[src/rtl/apb_pkg.sv]
// Shared types and constants for the byte-wide APB completer and its register file.
package apb_pkg;

    localparam int APB_DW = 8;
    localparam int APB_AW = 8;

    localparam logic [APB_DW-1:0] APB_ERR_RDATA = 8'h00;

    typedef enum logic [1:0] {
        IDLE = 2'd0,
        WAIT = 2'd1,
        RESP = 2'd2
    } apb_slv_state_t;

    // An address is in error when it lies at or beyond the implemented depth.
    function automatic logic addr_err(input logic [APB_AW-1:0] addr, input int depth);
        return (int'(addr) >= depth);
    endfunction

endpackage

[src/rtl/apb_slv_regfile.sv]
// DEPTH x 8 byte storage: combinational read, clocked write, cleared by reset.
module apb_slv_regfile
    import apb_pkg::*;
#(
    parameter int DEPTH = 256
) (
    input  logic              CLK,
    input  logic              RST,
    input  logic              we,
    input  logic [APB_AW-1:0] waddr,
    input  logic [APB_DW-1:0] wdata,
    input  logic [APB_AW-1:0] raddr,
    output logic [APB_DW-1:0] rdata
);

    localparam int IW = (DEPTH > 1) ? $clog2(DEPTH) : 1;

    logic [APB_DW-1:0] mem_q [DEPTH];
    logic [IW-1:0]     widx_s;
    logic [IW-1:0]     ridx_s;

    assign widx_s = waddr[IW-1:0];
    assign ridx_s = raddr[IW-1:0];

    // Storage write; out-of-range addresses never reach the array.
    always_ff @(posedge CLK or posedge RST) begin
        if (RST) begin
            for (int i = 0; i < DEPTH; i++) begin
                mem_q[i] <= {APB_DW{1'b0}};
            end
        end else if (we && !addr_err(waddr, DEPTH)) begin
            mem_q[widx_s] <= wdata;
        end
    end

    assign rdata = addr_err(raddr, DEPTH) ? APB_ERR_RDATA : mem_q[ridx_s];

endmodule

[src/rtl/apb_slave.sv]
// APB completer: captures the setup phase, counts wait states, then issues a
// one-cycle registered PREADY with PSLVERR for addresses beyond DEPTH.
module apb_slave
    import apb_pkg::*;
#(
    parameter int DEPTH       = 256,
    parameter int WAIT_CYCLES = 1
) (
    input  logic              CLK,
    input  logic              RST,
    input  logic              PSEL,
    input  logic              PEN,
    input  logic              PWRITE,
    input  logic [APB_AW-1:0] PADDR,
    input  logic [APB_DW-1:0] PWDATA,
    output logic [APB_DW-1:0] PRDATA,
    output logic              PREADY,
    output logic              PSLVERR
);

    // The counter holds the waits still to go after the current one.
    localparam logic [3:0] WAIT_LOAD = (WAIT_CYCLES > 0) ? 4'(WAIT_CYCLES - 1) : 4'd0;

    apb_slv_state_t    state_q, state_d;
    logic [3:0]        cnt_q, cnt_d;
    logic [APB_AW-1:0] addr_q, addr_d;
    logic [APB_DW-1:0] wdata_q, wdata_d;
    logic              write_q, write_d;
    logic              pready_q, pready_d;
    logic              pslverr_q, pslverr_d;
    logic [APB_DW-1:0] prdata_q, prdata_d;

    logic              launch_s;
    logic              err_s;
    logic              we_s;
    logic [APB_DW-1:0] rdata_s;

    // Transfer sequencing and setup-phase capture.
    always_comb begin
        state_d  = state_q;
        cnt_d    = cnt_q;
        addr_d   = addr_q;
        wdata_d  = wdata_q;
        write_d  = write_q;
        launch_s = 1'b0;
        case (state_q)
            IDLE: begin
                if (PSEL && !PEN) begin
                    addr_d  = PADDR;
                    wdata_d = PWDATA;
                    write_d = PWRITE;
                    if (WAIT_CYCLES == 0) begin
                        launch_s = 1'b1;
                        state_d  = RESP;
                    end else begin
                        cnt_d   = WAIT_LOAD;
                        state_d = WAIT;
                    end
                end else begin
                    state_d = IDLE;
                end
            end
            WAIT: begin
                if (!PSEL) begin
                    state_d = IDLE;
                end else if (cnt_q == 4'd0) begin
                    launch_s = 1'b1;
                    state_d  = RESP;
                end else begin
                    cnt_d = cnt_q - 4'd1;
                end
            end
            RESP: begin
                state_d = IDLE;
            end
            default: begin
                state_d = IDLE;
            end
        endcase
    end

    assign err_s = addr_err(addr_d, DEPTH);
    assign we_s  = (state_q == RESP) && PSEL && PEN && write_q && !addr_err(addr_q, DEPTH);

    // Response launched one edge ahead so PREADY/PSLVERR/PRDATA come straight from flops.
    always_comb begin
        pready_d  = 1'b0;
        pslverr_d = 1'b0;
        prdata_d  = prdata_q;
        if (launch_s) begin
            pready_d  = 1'b1;
            pslverr_d = err_s;
            if (!write_d) begin
                prdata_d = err_s ? APB_ERR_RDATA : rdata_s;
            end else begin
                prdata_d = prdata_q;
            end
        end else begin
            pready_d = 1'b0;
        end
    end

    // State and output registers.
    always_ff @(posedge CLK or posedge RST) begin
        if (RST) begin
            state_q   <= IDLE;
            cnt_q     <= 4'd0;
            addr_q    <= 8'h00;
            wdata_q   <= 8'h00;
            write_q   <= 1'b0;
            pready_q  <= 1'b0;
            pslverr_q <= 1'b0;
            prdata_q  <= 8'h00;
        end else begin
            state_q   <= state_d;
            cnt_q     <= cnt_d;
            addr_q    <= addr_d;
            wdata_q   <= wdata_d;
            write_q   <= write_d;
            pready_q  <= pready_d;
            pslverr_q <= pslverr_d;
            prdata_q  <= prdata_d;
        end
    end

    apb_slv_regfile #(
        .DEPTH (DEPTH)
    ) u_regfile (
        .CLK   (CLK),
        .RST   (RST),
        .we    (we_s),
        .waddr (addr_q),
        .wdata (wdata_q),
        .raddr (addr_d),
        .rdata (rdata_s)
    );

    assign PRDATA  = prdata_q;
    assign PREADY  = pready_q;
    assign PSLVERR = pslverr_q;

endmodule
[config.mk]
export PLATFORM = sky130hd
export DESIGN_NAME = apb_slave
export DESIGN_NICKNAME = d
export VERILOG_FILES = /design/src/rtl/apb_pkg.sv /design/src/rtl/apb_slv_regfile.sv /design/src/rtl/apb_slave.sv
export SDC_FILE = /design/constraint.sdc
export NUM_CORES = 2
export LEC_CHECK = 0
export BUFFER_PORTS_ARGS = -buffer_cell sky130_fd_sc_hd__buf_2
export CAP_MARGIN = 0
export CORE_ASPECT_RATIO = 1.75
export CORE_MARGIN = 2
export CORE_UTILIZATION = 45
export DETAILED_ROUTE_END_ITERATION = 10
export SLEW_MARGIN = 20
export SYNTH_ARGS = -nofsm -noshare
export SYNTH_HDL_FRONTEND = slang
export SYNTH_SLANG_ARGS = --single-unit
[constraint.sdc]
create_clock -name CLK -period 185.7 [get_ports CLK]
set_input_delay 27.855 -clock CLK [delete_from_list [all_inputs] [get_ports CLK]]
set_output_delay 27.855 -clock CLK [all_outputs]
set_load 0.01 [all_outputs]
# Word level (Yosys, flattened, before mapping)
# Cells that the tools add are included.
[op_classes]
addsub = 1
n_lt_le_gt_ge = 3
eq_ne = 6
n_mux = 22
bitwise_logic = 3
n_reduce_logical = 12
[op_table]
columns = ["op", "n"]
rows = [
  ["2048-bit bitwise mux", 1],
  ["8-bit binary-select mux with 8-bit select", 1],
  ["8-bit demux with 8-bit select", 1],
  ["8-bit two-way mux", 5],
  ["9-bit >= comparator (second input constant)", 2],
  ["8-bit inverter with 9-bit output", 2],
  ["4-bit two-way mux", 3],
  ["9-bit by 1-bit < comparator with 1-bit output (second input constant)", 1],
  ["4-bit case mux with 2 select lines", 1],
  ["1-bit two-way mux", 7],
  ["2-bit != test (second input constant)", 3],
  ["1-bit logical AND", 5],
  ["4-bit zero test", 1],
  ["2-bit two-way mux", 2],
  ["2-bit case mux with 2 select lines", 1],
  ["2-bit AND reduction", 2],
  ["4-bit AND reduction", 1],
  ["4-bit by 1-bit subtractor with 4-bit output (second input constant)", 1],
  ["3-bit != test (second input constant)", 1],
  ["2-bit by 1-bit equality test with 1-bit output (second input constant)", 1],
  ["2-bit equality test (second input constant)", 1],
  ["2-bit zero test", 1],
  ["2-bit nonzero test", 1],
  ["1-bit zero test", 1],
  ["1-bit inverter", 1],
]
[totals]
register_bits = 2080
input_bits = 21
out_inout_bits = 10
wordCells = 310

# Longest topological paths before layout
[depth]
depth_word = 8
mapped_depth = 15
mapped_depth_nobuf = 11

# Cells and area by module
# Synthesis repeated with hierarchy kept, for this count alone.
[unflattened]
hier_cells = 6195
area_unflattened_um2 = 94458.1
[by_module_without_submodules]
columns = ["mod", "instances", "cells_each", "area_per_inst_um2", "seq_area_each_um2"]
rows = [
  ["apb_slv_regfile", 1, 6068, 93125.6, 51249.2],
  ["apb_slave", 1, 127, 1332.5, 800.8],
]

# Worst setup path before layout
# OpenSTA, ideal clock, no wires.
[synth_timing]
kind = "in2reg"
startpoint = "in PEN"
endpoint = "reg prdata_q[0] (netlist: PRDATA[0])"
t_arrival_ns = 30.743
slack_ns = 154.823
stages = 10
path_buffers = 3
path_cell_list = "nor4b_4 > mux2i_2 > buf_4 > buf_2 > buf_1 > mux4_2 > a221oi_1 > nand4_1 > nor3_1 > a211oi_1"
[synth_via]
elab_chain_len = 8
elab_cells_between_ends = 12
classes_between = "7 x mux; 2 x bitwise; 3 x reduce/logical"
[synth_rtl]
columns = ["element", "line", "rtl"]
rows = [
  ["start: declaration", "apb_slave.sv:12", "input logic PEN,"],
  ["1-bit zero test *", "apb_slave.sv:48", "if (PSEL && !PEN) begin"],
  ["1-bit logical AND *", "apb_slave.sv:48", ""],
  ["8-bit two-way mux", "apb_slave.sv:48", ""],
  ["8-bit two-way mux", "apb_slave.sv:46", "case (state_q)"],
  ["8-bit inverter with 9-bit output (not written as such)", "apb_slv_regfile.sv:36", "assign rdata = addr_err(raddr, DEPTH) ? APB_ERR_RDATA : mem_q[ridx_s];"],
  ["8-bit binary-select mux with 8-bit select", "apb_slv_regfile.sv:36", ""],
  ["8-bit two-way mux (not written as such) (2 in series)", "apb_slv_regfile.sv:36", ""],
  ["end signal: assignment", "apb_slave.sv:122", "prdata_q <= prdata_d;"],
  ["end: declaration", "apb_slave.sv:31", "logic [APB_DW-1:0] prdata_q, prdata_d;"],
]
# Every way passes the cells marked *; elsewhere a longest branch is shown, timed or not. The select of a mux whose other input is x is not followed.
# A chain may end at the register's enable or synchronous reset.

# Final worst setup path
[layout_timing]
startpoint = "in PEN"
endpoint = "reg prdata_q[4] (netlist: PRDATA[4])"
# Same word-level chain as after synthesis.

==> results.json <==
{
  "status": "finished clean",
  "fp.dieW_um": 352,
  "fp.dieH_um": 614,
  "final_common_cell": "dfrtp_1",
  "yosysWarnings": 0,
  "layout.area.seq_um2": 52100,
  "place_congestion": 0.918,
  "htree_levels": 4,
  "intPower_mw": 0.757,
  "drtIter0Drc": 6153,
  "multi_input_area_um2": 41200,
  "cts_sinks": 2080,
  "cts_root_buf": "clkbuf_16",
  "grt.total_usage_pct": 31.3,
  "ys.flop_type": "dfrtp_1",
  "ir_drop_mv": 0.0289,
  "rrSetupSlack_ns": 178.80,
  "synth_area_per_cell_um2": 12.1,
  "finClkSkew_ns": 0.0524,
  "drt_first_pass_iters": 6,
  "period_share_pct": 18.0,
  "tightest_slew_ns": 1.28,
  "overflow": 0,
  "cts-hold-fix-buffers": 0,
  "finalSetupViolations": 0,
  "final_nets": 7756,
  "cts.path.max_buffers": 4,
  "synth_fp_nets": 7931,
  "drive_above_1_share_pct": 34.8,
  "tns_ns": 0,
  "drtAntennaViolNets": 0,
  "fillCellCount": 18700,
  "grt_antenna_before_repair": 22,
  "seq_area_frac_synth_pct": 54.5,
  "cts_setup_buffers": 0,
  "initial_core_util_pct": 45.3,
  "p_sw_share_pct": 38.9,
  "dieArea_um2": 216000,
  "routed_wl_um": 341000,
  "io_pins": 31,
  "async_flop_share_pct": 100,
  "min_period_ns": 33.47,
  "hpwl_um": 222000,
  "hp-class": "register to register",
  "worstPathArrival_ns": 34.23,
  "critPathLaunchType": "input port",
  "rsz0062_at_grt": "false",
  "postLayoutCoreUtil_pct": 49.8,
  "endpoint_kind": "register",
  "p_switching_mw": 0.482,
  "syn2layout_area_growth_pct": 9.87,
  "seq_power_share_pct": 38.6,
  "drv_cap": 0,
  "io_buffers": 29,
  "cts_inserted_buffers": 192,
  "grt_pass1_wl_um": 492000,
  "critPathRequiredTime_ns": 186.46,
  "worstPathMaxFanout": 110,
  "rows": 223,
  "core-area_um2": 211000,
  "fmax_ghz": 0.0299,
  "powerDensity_nw_per_um2": 11.8,
  "ys_types": 64,
  "cts_tree": "done",
  "clk_latency_ns": 0.87,
  "crit_type": "input port to register",
  "grt_pass1_vias": 68200,
  "drc": 0,
  "slew_headroom_pct": 14.7,
  "grt_max_degree": 128,
  "viasPerCell": 6.25,
  "syn_inst": 7908,
  "clockPowerShare_pct": 33.4,
  "p_leak_nw": 48.9,
  "cts_resized": 0,
  "cts.reportedPaths.clkPinSlew_ns": 0.06,
  "hold_viol": 0,
  "ys_ff_latch": 2080,
  "p_comb_share_pct": 28.0,
  "num_vias": 67000,
  "final_cell_mix": "dfrtp_1, mux2_2, nand2_1",
  "synth_edf_count": 0,
  "maxSlewViolCount": 0,
  "syn-cell-area_um2": 95500,
  "wire_per_inst_um": 31.8
}
sequential cells by signal, summed over array words and instances (netlist names):
name and count:
PRDATA 8, PREADY 1, addr_q 8, cnt_q 4, state_q 2, u_regfile.mem_q 2048, wdata_q 8, write_q 1
stage by stage:
stage | cell area, um^2 | hold WS, ns | power (mW) | instances | worst slack, ns
detailed placement | 98400 | 0.486 | 0.823 | 10300 | 151.44
CTS | 105000 | 0.501 | 1.23 | 10700 | 152.35
floorplan | 95500 | 0.470 | 0.656 | 7908 | 99.09
global route | 105000 | 0.508 | 1.27 | 10700 | 151.88
global placement | 98400 | 0.480 | 0.822 | 10300 | 151.28
finish | 105000 | 0.499 | 1.24 | 10700 | 152.23
metal layers:
layer  wire length [um]  GRT usage [%]
met1             121000           34.9
met5                141              0
met3              20500           5.08
met4              36900           28.9
met2             163000           51.2
layout make-up:
class / instances / share of cell area [%]
inverter: 14 / 0.0894
tap: 2812 / 3.35
clock buffer: 284 / 5.58
multi-input combinational: 5239 / 39.2
sequential: 2080 / 49.6
antenna: 27 / 0.0644
clock inverter: 51 / 0.551
timing repair buffer: 206 / 1.51
worst paths after layout:
check | to | depth (start not counted) | startpoint
max | PRDATA[4] | 16 | PEN
min | u_regfile.mem_q[1931] | 1 | u_regfile.mem_q[1931]
max reg2reg | PRDATA[4] | 15 | state_q[0]
min reg2reg | u_regfile.mem_q[1931] | 1 | u_regfile.mem_q[1931]
max in group asynchronous | u_regfile.mem_q[1074] | 8 | RST
min in group asynchronous | u_regfile.mem_q[1014] | 2 | RST
power groups by stage:
stage | registers (mW) | clock network [mW] | logic (mW)
floorplan | 0.471 | 0 | 0.185
global placement | 0.486 | 0 | 0.337
detailed placement | 0.486 | 0 | 0.337
CTS | 0.477 | 0.418 | 0.338
global route | 0.478 | 0.435 | 0.352
finish | 0.478 | 0.414 | 0.347
critical path, cell delays in order:
cell      delay (ns)
buf_2           0.13
nor4b_4         0.19
buf_4           0.50
mux2i_4         0.49
buf_4           0.62
buf_12          0.53
buf_4           0.68
buf_4           0.72
buf_4           0.65
nand2_1         0.12
a32oi_1         0.27
nand4_1         0.20
a21oi_1         0.48
or4_1           0.24
o21ai_0         0.12
a211oi_1        0.26
cell usage after synthesis (3+ instances only):
master / instances / area (um^2)
o211ai_1: 14 / 105
a22oi_1: 37 / 278
nor3b_1: 5 / 37.5
nand4_1: 98 / 613
nor2_1: 273 / 1020
buf_2: 135 / 676
or3_1: 5 / 31.3
a311oi_1: 18 / 158
mux4_2: 106 / 2390
and3_1: 37 / 231
nor3_1: 29 / 145
o21ai_0: 33 / 165
a32oi_1: 96 / 841
a21oi_1: 110 / 551
dfrtp_1: 2080 / 52000
and4_1: 3 / 26.3
nand3_1: 466 / 2330
a211oi_1: 9 / 67.6
clkbuf_1: 361 / 1360
a221oi_1: 26 / 228
buf_4: 46 / 345
o32ai_1: 4 / 35.0
mux2_2: 2052 / 23100
mux4_1: 4 / 105
inv_1: 9 / 33.8
or4_1: 8 / 60.1
nor4_1: 19 / 119
buf_6: 4 / 45.0
mux2i_1: 139 / 1390
o22ai_1: 4 / 25.0
o31ai_1: 4 / 30.0
a32o_1: 4 / 40.0
nand2b_1: 6 / 37.5
o2111ai_1: 16 / 140
nand2_1: 1438 / 5400
buf_1: 29 / 109
nor2b_1: 9 / 56.3
a31oi_1: 134 / 838
logic make-up after synthesis:
kind of cell	count (synthesis)	share of synthesized area [%]
buffers and inverters	589	2.71
multiplexers	2302	28.3
AND/OR/NAND/NOR	2408	10.7
adder cells (fa/ha/maj)	2	0.0262
flip-flops	2080	54.5
XOR/XNOR	2	0.0183
AO/OA/AOI/OAI	524	3.80
other	1	0.00392
(Power assumes the default switching activity.)
